**src/rtl/keypad_scanner.sv**
```systemverilog
// 4x4 keypad scanner: walks one active-low column at a time, classifies each
// full scan frame as none/single/multi, and debounces presses and releases.
module keypad_scanner #(
  parameter int SCAN_CYCLES     = 100000,
  parameter int DEBOUNCE_FRAMES = 5
) (
  input  logic       clk,
  input  logic       rst,
  input  logic [3:0] row,
  output logic [3:0] col,
  output logic [3:0] key,
  output logic       key_detected,
  output logic       key_pulse
);

  localparam int DW = $clog2(SCAN_CYCLES);
  localparam int FW = $clog2(DEBOUNCE_FRAMES + 1);
  localparam logic [DW-1:0] DWELL_LAST = DW'(SCAN_CYCLES - 1);
  localparam logic [FW-1:0] FRAMES     = FW'(DEBOUNCE_FRAMES);

  typedef enum logic [1:0] {IDLE, PRESS_CHECK, HELD, RELEASE_CHECK} state_t;

  function automatic logic [3:0] key_code(input logic [1:0] r, input logic [1:0] c);
    case ({r, c})
      4'h0: key_code = 4'd1;   4'h1: key_code = 4'd2;
      4'h2: key_code = 4'd3;   4'h3: key_code = 4'd10;
      4'h4: key_code = 4'd4;   4'h5: key_code = 4'd5;
      4'h6: key_code = 4'd6;   4'h7: key_code = 4'd11;
      4'h8: key_code = 4'd7;   4'h9: key_code = 4'd8;
      4'ha: key_code = 4'd9;   4'hb: key_code = 4'd12;
      4'hc: key_code = 4'd0;   4'hd: key_code = 4'd15;
      4'he: key_code = 4'd14;  4'hf: key_code = 4'd13;
      default: key_code = 4'd0;
    endcase
  endfunction

  logic [3:0]    row_s1_q, row_s2_q;
  logic [DW-1:0] dwell_q, dwell_d;
  logic [1:0]    col_idx_q, col_idx_d;
  logic [3:0]    col_q, col_d;
  // acc_cnt saturates at 2: anything beyond one pressed position is a multi-key frame
  logic [1:0]    acc_cnt_q, acc_cnt_d;
  logic [3:0]    acc_code_q, acc_code_d;
  logic          frm_vld_q, frm_vld_d;
  logic [1:0]    frm_cnt_q, frm_cnt_d;
  logic [3:0]    frm_code_q, frm_code_d;

  logic [3:0]    pressed;
  logic [2:0]    hits, sum;
  logic [1:0]    hit_row, merged_cnt;
  logic [3:0]    merged_code;
  logic          dwell_last;

  always_comb begin
    pressed    = ~row_s2_q;
    hits       = {2'b00, pressed[0]} + {2'b00, pressed[1]} +
                 {2'b00, pressed[2]} + {2'b00, pressed[3]};
    hit_row    = 2'd0;
    for (int r = 3; r >= 0; r--)
      if (pressed[r]) hit_row = 2'(r);
    sum         = {1'b0, acc_cnt_q} + hits;
    merged_cnt  = (sum >= 3'd2) ? 2'd2 : sum[1:0];
    merged_code = (acc_cnt_q == 2'd0 && hits == 3'd1) ? key_code(hit_row, col_idx_q) : acc_code_q;

    dwell_last = (dwell_q == DWELL_LAST);
    dwell_d    = dwell_last ? '0 : dwell_q + 1'b1;
    col_idx_d  = col_idx_q;
    col_d      = col_q;
    acc_cnt_d  = acc_cnt_q;
    acc_code_d = acc_code_q;
    frm_vld_d  = 1'b0;
    frm_cnt_d  = frm_cnt_q;
    frm_code_d = frm_code_q;
    if (dwell_last) begin
      col_idx_d = col_idx_q + 2'd1;
      col_d     = ~(4'b0001 << col_idx_d);
      if (col_idx_q == 2'd3) begin
        frm_vld_d  = 1'b1;
        frm_cnt_d  = merged_cnt;
        frm_code_d = merged_code;
        acc_cnt_d  = 2'd0;
        acc_code_d = 4'd0;
      end else begin
        acc_cnt_d  = merged_cnt;
        acc_code_d = merged_code;
      end
    end
  end

  always_ff @(posedge clk or posedge rst) begin
    if (rst) begin
      row_s1_q   <= 4'hF;
      row_s2_q   <= 4'hF;
      dwell_q    <= '0;
      col_idx_q  <= 2'd0;
      col_q      <= 4'b1110;
      acc_cnt_q  <= 2'd0;
      acc_code_q <= 4'd0;
      frm_vld_q  <= 1'b0;
      frm_cnt_q  <= 2'd0;
      frm_code_q <= 4'd0;
    end else begin
      row_s1_q   <= row;
      row_s2_q   <= row_s1_q;
      dwell_q    <= dwell_d;
      col_idx_q  <= col_idx_d;
      col_q      <= col_d;
      acc_cnt_q  <= acc_cnt_d;
      acc_code_q <= acc_code_d;
      frm_vld_q  <= frm_vld_d;
      frm_cnt_q  <= frm_cnt_d;
      frm_code_q <= frm_code_d;
    end
  end

  state_t        state_q;
  logic [3:0]    cand_q, key_q;
  logic [FW-1:0] cnt_q, cnt_inc;
  logic          key_detected_q, key_pulse_q;
  logic          f_none, f_single;

  assign cnt_inc  = cnt_q + 1'b1;
  assign f_none   = (frm_cnt_q == 2'd0);
  assign f_single = (frm_cnt_q == 2'd1);

  // Debounce runs once per frame, the cycle after the column-3 sample.
  always_ff @(posedge clk or posedge rst) begin
    if (rst) begin
      state_q        <= IDLE;
      cand_q         <= 4'd0;
      cnt_q          <= '0;
      key_q          <= 4'd0;
      key_detected_q <= 1'b0;
      key_pulse_q    <= 1'b0;
    end else begin
      key_pulse_q <= 1'b0;
      if (frm_vld_q) begin
        case (state_q)
          IDLE: if (f_single) begin
            cand_q  <= frm_code_q;
            cnt_q   <= FW'(1);
            state_q <= PRESS_CHECK;
          end
          PRESS_CHECK: begin
            if (f_single && frm_code_q == cand_q) begin
              cnt_q <= cnt_inc;
              if (cnt_inc == FRAMES) begin
                state_q        <= HELD;
                key_q          <= cand_q;
                key_detected_q <= 1'b1;
                key_pulse_q    <= 1'b1;
              end
            end else if (f_single) begin
              cand_q <= frm_code_q;
              cnt_q  <= FW'(1);
            end else begin
              cnt_q   <= '0;
              state_q <= IDLE;
            end
          end
          HELD: if (f_none) begin
            cnt_q   <= FW'(1);
            state_q <= RELEASE_CHECK;
          end
          RELEASE_CHECK: begin
            if (f_none) begin
              cnt_q <= cnt_inc;
              if (cnt_inc == FRAMES) begin
                state_q        <= IDLE;
                key_detected_q <= 1'b0;
              end
            end else begin
              cnt_q   <= '0;
              state_q <= HELD;
            end
          end
          default: state_q <= IDLE;
        endcase
      end
    end
  end

  assign col          = col_q;
  assign key          = key_q;
  assign key_detected = key_detected_q;
  assign key_pulse    = key_pulse_q;

endmodule

```
**config.mk**
```make
export PLATFORM = sky130hd
export DESIGN_NAME = keypad_scanner
export DESIGN_NICKNAME = d
export VERILOG_FILES = /design/src/rtl/keypad_scanner.sv
export SDC_FILE = /design/constraint.sdc
export NUM_CORES = 1
export LEC_CHECK = 0
export ABC_AREA = 1
export CORE_MARGIN = 2
export CORE_UTILIZATION = 50
export DETAILED_ROUTE_END_ITERATION = 6
export GPL_ROUTABILITY_DRIVEN = 1
export PLACE_DENSITY = 0.73
export SLEW_MARGIN = 0
export SYNTH_ARGS = -nofsm -noshare
export SYNTH_HDL_FRONTEND = slang
export SYNTH_SLANG_ARGS = --single-unit
```
**constraint.sdc**
```tcl
create_clock -name clk -period 3.08 [get_ports clk]
set_input_delay 0.924 -clock clk [delete_from_list [all_inputs] [get_ports clk]]
set_output_delay 0.924 -clock clk [all_outputs]
set_load 0.01 [all_outputs]
```
# Yosys cells after proc, flatten, opt, wreduce, memory -nomap -nowiden
# Memory sizes are Yosys's and may differ from the RTL's.
# Cells that the tools add are included.
[word_totals]
output_inout_bits = 10
in_bits = 6
wordCells = 97
mem_bits_ro = 64
reg_bits = 59
mem_count = 1
[memory_table]
columns = ["name", "words", "width", "rd", "rd_clocked_by_memory_dff", "write_ports", "line", "rtl"]
rows = [
  ["(name not given)", 16, 4, 1, 0, 0, "24", "case ({r, c})"],
]
[op_classes]
order_cmp = 1
mux = 37
n_eq_ne = 19
shift = 1
addsub = 7
bitwise = 2
reduce_logical = 13
[op_table]
columns = ["cell", "count"]
rows = [
  ["two-way mux 2 bit", 13],
  ["adder 17 x 1 -> 17 bit, second input constant", 1],
  ["equality test 17 bit, second input constant", 1],
  ["two-way mux 17 bit", 1],
  ["two-way mux 4 bit", 4],
  ["!= test 2 bit, second input constant", 7],
  ["two-way mux 3 bit", 4],
  ["one-hot mux 3 bit (4 select lines)", 1],
  ["AND reduction 6 bit", 2],
  ["two-way mux 1 bit", 11],
  ["!= test 3 bit, second input constant", 3],
  ["inverter 4 bit", 2],
  ["one-hot mux 2 bit (4 select lines)", 1],
  ["one-hot mux 4 bit (2 select lines)", 1],
  ["equality test 2 bit, second input constant", 3],
  ["logical NOT 2 bit", 3],
  ["AND reduction 3 bit", 2],
  ["equality test 2 x 1 -> 1 bit, second input constant", 2],
  ["equality test 4 bit", 1],
  ["AND reduction 4 bit", 1],
  ["nonzero test 2 bit", 2],
  ["<< shifter 1 x 2 -> 4 bit, first input constant", 1],
  ["adder 2 x 1 -> 3 bit", 1],
  ["adder 2 x 3 -> 3 bit", 1],
  ["other kinds (10)", 11],
]

# Depth between registers and ports, before layout
# Gate-level depths: netlist (run 1).
[logic_depth]
depth_word = 8
ltp_mapped = 11
ltp_nobuf = 11

# Worst setup path after synthesis (run 1)
# Ideal clock, no wire load.
[synth_timing]
kind = "register -> register"
from = "register row_s2_q[0]"
to = "register acc_cnt_q[0]"
stages_incl_launch_ff = 10
path_slack_ns = 0.476
setup_ns = 0.082
required_ns = 2.998
arrival_time_ns = 2.522
synth_period_minus_slack_ns = 2.604
path_buffers = 0
path_cell_list = "dfstp_2 > inv_1 > fa_1 > ha_1 > ha_1 > fa_1 > xor2_1 > nor2_1 > nand2_1 > o22ai_1"
[synth_between]
elab_chain_len = 8
[synth_lines]
columns = ["item", "line", "rtl"]
rows = [
  ["start, declared", "37", "logic [3:0] row_s1_q, row_s2_q;"],
  ["start signal, assigned", "104", "row_s2_q <= row_s1_q;"],
  ["inverter 4 bit (*)", "55", "pressed = ~row_s2_q;"],
  ["adder 1 x 1 -> 2 bit (*)", "56", "hits = {2'b00, pressed[0]} + {2'b00, pressed[1]} +"],
  ["adder 2 x 1 -> 3 bit (*)", "56", ""],
  ["adder 3 x 1 -> 3 bit (*)", "57", "{2'b00, pressed[2]} + {2'b00, pressed[3]};"],
  ["adder 2 x 3 -> 3 bit (*)", "61", "sum = {1'b0, acc_cnt_q} + hits;"],
  [">= comparator 3 x 2 -> 1 bit", "62", "merged_cnt = (sum >= 3'd2) ? 2'd2 : sum[1:0];"],
  ["two-way mux 2 bit (*)", "62", ""],
  ["two-way mux 2 bit (*)", "77", "if (col_idx_q == 2'd3) begin"],
  ["end signal, assigned", "108", "acc_cnt_q <= acc_cnt_d;"],
  ["end, declared", "42", "logic [1:0] acc_cnt_q, acc_cnt_d;"],
]
# Every way passes the cells marked *; elsewhere a longest branch is shown, timed or not.
# A chain may end at the register's enable or synchronous reset.

# Worst setup path in the final report (run 1)
# Ends and elaborated chain as after synthesis.

==> flow_summary.yaml, run 1 <==
final_layout:
  area_growth_pct: 14.2
  finalNonFillerCells: 461
  n_antenna_cell: 0
  fill_cells: 524
  layout-drive-gt1-share: 0.161
  nets: 401
  final_core_util: 0.593
clocking:
  clock_latency_ps: 330
  cts_resized: 0
  htreeDepth: 3
  cts_buffers: 9
  cts_buffer_depth: 2
  clock-sinks: 59
  clockRootBuffer: "clkbuf_8"
  path_clk_slew_ps: 70
  cts_tree: "yes"
  cts_hold_buf: 0
  cts_setup_buffers: 0
floorplanning:
  initial_core_util: 0.519
  row_count: 28
  core-area_mm2: 0.00592
  die-area_mm2: 0.00679
  boundaryPins: 16
  die_h_um: 82.4
  die_w_um: 82.4
placement:
  place.gp.congestion: 0.873
  placed_cells: 445
  port_buffers: 15
  dp_hpwl_mm: 3.57
global_routing:
  grt_max_degree: 60
  track_usage: 0.180
  grt_pass1_wl_mm: 9.27
  grt_overflow_total: 0
  grt_pass1_vias: 2168
  antenna_found_initial: 0
timing:
  finalSetupViolCount: 0
  maxSlewViolCount: 0
  worstMarginPinSlew_ps: 367
  tns_ps: 0
  rsz0062_at_grt: "false"
  fin_crit_sh: 0.892
  clock-skew-final_ps: 4.76
  hold_viol_final: 0
  clock.fmax_ghz: 0.364
  finalCriticalPeriod_ps: 2750
  slew_headroom: 0.753
critical_path:
  cp_max_fo: 5
  start_kind: "flip-flop"
  critPathArrivalTime_ps: 3010
  reg2reg_depth: 9
  critPathRequiredTime_ps: 3340
  reg2reg_slack_ps: 330
  cp-startpoint: "row_s2_q[0]"
  reg2reg_to: "acc_cnt_q[0]"
  endpoint_kind: "flip-flop"
  crit_type: "reg2reg"
  reg2reg_from: "row_s2_q[0]"
outcome:
  status: "finished, final reports clean"
route:
  drt-initial-drc-count: 121
  drt_first_pass_iters: 4
  final_antenna_net_count: 0
  wl_per_cell_um: 11.0
  drc: 0
  vias_per_cell: 4.93
  wl_mm: 5.05
  vias: 2273
synth:
  yosys_warnings: 0
  synth_top_area_share: 0.391
  synth_area_leaders: "dfrtp_1, nand2_1, dfstp_2, inv_1, ha_1"
  ys_seq_area_frac: 0.485
  syn-cell-area_mm2: 0.00307
  synthArstFlopShare: 1.00
  syn_inst: 356
  syn_avg_cell_area_um2: 8.64
  synth-main-ff-cell: "dfrtp_1"
  yosys.area.top_type: "dfrtp_1"
  synth_seq_cells: 59
  synth_nets: 376
  synth_edf_count: 0
  yosys.cell_types.count: 36
worst_hold_path:
  hold_path.class: "reg2reg"
  hold_end: "row_s2_q[3]"
  worstHoldStart: "row_s1_q[3]"
  hold_depth: 0
power:
  p_leak_nw: 1.74
  peakVddDrop_mv: 0.291
  power_mw: 1.54
  cellPowerDensity_mw_per_mm2: 439
run:
  drv_cap: 0
[worst max path at each step]
| stage | slack [ps] | to | depth (start not counted) |
|---|---|---|---|
| floorplan | 480 | acc_cnt_q[0] | 9 |
| global placement | 420 | frm_cnt_q[0] | 9 |
| detailed placement | 300 | acc_cnt_q[0] | 9 |
| CTS | 320 | acc_cnt_q[0] | 9 |
| global route | 150 | acc_cnt_q[0] | 9 |
| finish | 330 | acc_cnt_q[0] | 9 |
[flip-flops by register name, summed over array words and instances (netlist names)]
| register | cells |
|---|---|
| key_detected | 1 |
| frm_code_q | 4 |
| frm_vld_q | 1 |
| cand_q | 4 |
| key | 4 |
| row_s1_q | 4 |
| col_idx_q | 2 |
| col | 4 |
| state_q | 2 |
| acc_cnt_q | 2 |
| row_s2_q | 4 |
| frm_cnt_q | 2 |
| dwell_q | 17 |
| key_pulse | 1 |
| cnt_q | 3 |
| acc_code_q | 4 |
[cells by family (layout without fill, tap and decap cells)]
family          count (synthesis)  after routing  share of synthesized area
flops                          59             59                      0.485
xor+xnor                       12             12                     0.0342
fa+ha+maj                      14             14                     0.0619
compound gates                 36             36                     0.0737
buf+inv                        56             86                     0.0757
simple gates                  179            179                      0.270
[final cells by class]
class | instances | area, um^2 | share of cell area
well taps | 75 | 93.8 | 0.0267
clock inverters | 5 | 52.6 | 0.0150
multi-input cells | 241 | 1350 | 0.385
inverters | 54 | 210 | 0.0599
repair buffers | 16 | 170 | 0.0485
clock buffers | 11 | 141 | 0.0403
flip-flops and latches | 59 | 1490 | 0.425
[power breakdown]
part,switching (mW),internal [mW]
Combinational,0.0434,0.0229
Clock,0.294,0.391
Sequential,0.00276,0.785
Total,0.340,1.20
[layout by cell type, fill, tap and decap left out, types with 5 or more instances in the layout]
cell             count
nand2_1            103
dfrtp_1             48
inv_1               46
nor2_1              27
nand3_1             18
clkdlybuf4s50_1     15
o21ai_0             14
xor2_1              12
ha_1                12
dfstp_2             11
clkbuf_8            10
o21ai_2              8
o21ai_1              8
nand4_1              7
inv_2                6
nor2_2               5
[layer usage]
layer  track usage  part of all wire  vias to the layer above
li1              -                 -                     1166
met4         0.105             0.026                        0
met5             0                 0                        -
met3        0.0326             0.039                       11
met1         0.233              0.48                     1051
met2         0.284              0.46                       45
[cell usage after synthesis, drive strengths merged (2+ instances only)]
cell type / n
dfstp: 11
inv: 54
nand3: 21
o21ai: 31
buf: 2
nor2: 35
dfrtp: 48
nor3: 5
nand4: 7
nand2: 107
ha: 12
nor4: 2
fa: 2
a21oi: 2
xor2: 12
[worst max-delay path, stage by stage, from the launching register on]
cell     delay, ps
dfstp_2        570
inv_1           70
fa_1           470
ha_1           190
ha_1           310
fa_1           410
xor2_1         150
nor2_1         220
nand2_1        150
o22ai_1        140
[per-stage QoR]
| stage | hold WS [ps] | area [um^2] | worst slack [ps] |
|---|---|---|---|
| 3_5_place_dp | 347 | 3320 | 301 |
| 5_1_grt | 355 | 3510 | 155 |
| 2_1_floorplan | 345 | 3070 | 476 |
| 6_report | 355 | 3510 | 333 |
| 3_3_place_gp | 345 | 3320 | 415 |
| 4_1_cts | 356 | 3510 | 317 |
Power figures use the tool's default switching activity.
==> inputs of run 2 (changes only) <==
CTS_CLUSTER_SIZE = 12   (was default)
==> results of run 2 <==
The final DEF is identical to that of run 1; final timing and power are the same.
==> inputs of run 3 (changes only) <==
GPL_ROUTABILITY_DRIVEN = 0   (was 1)
==> results of run 3 <==
The final DEF is identical to that of run 1; final timing and power are the same.
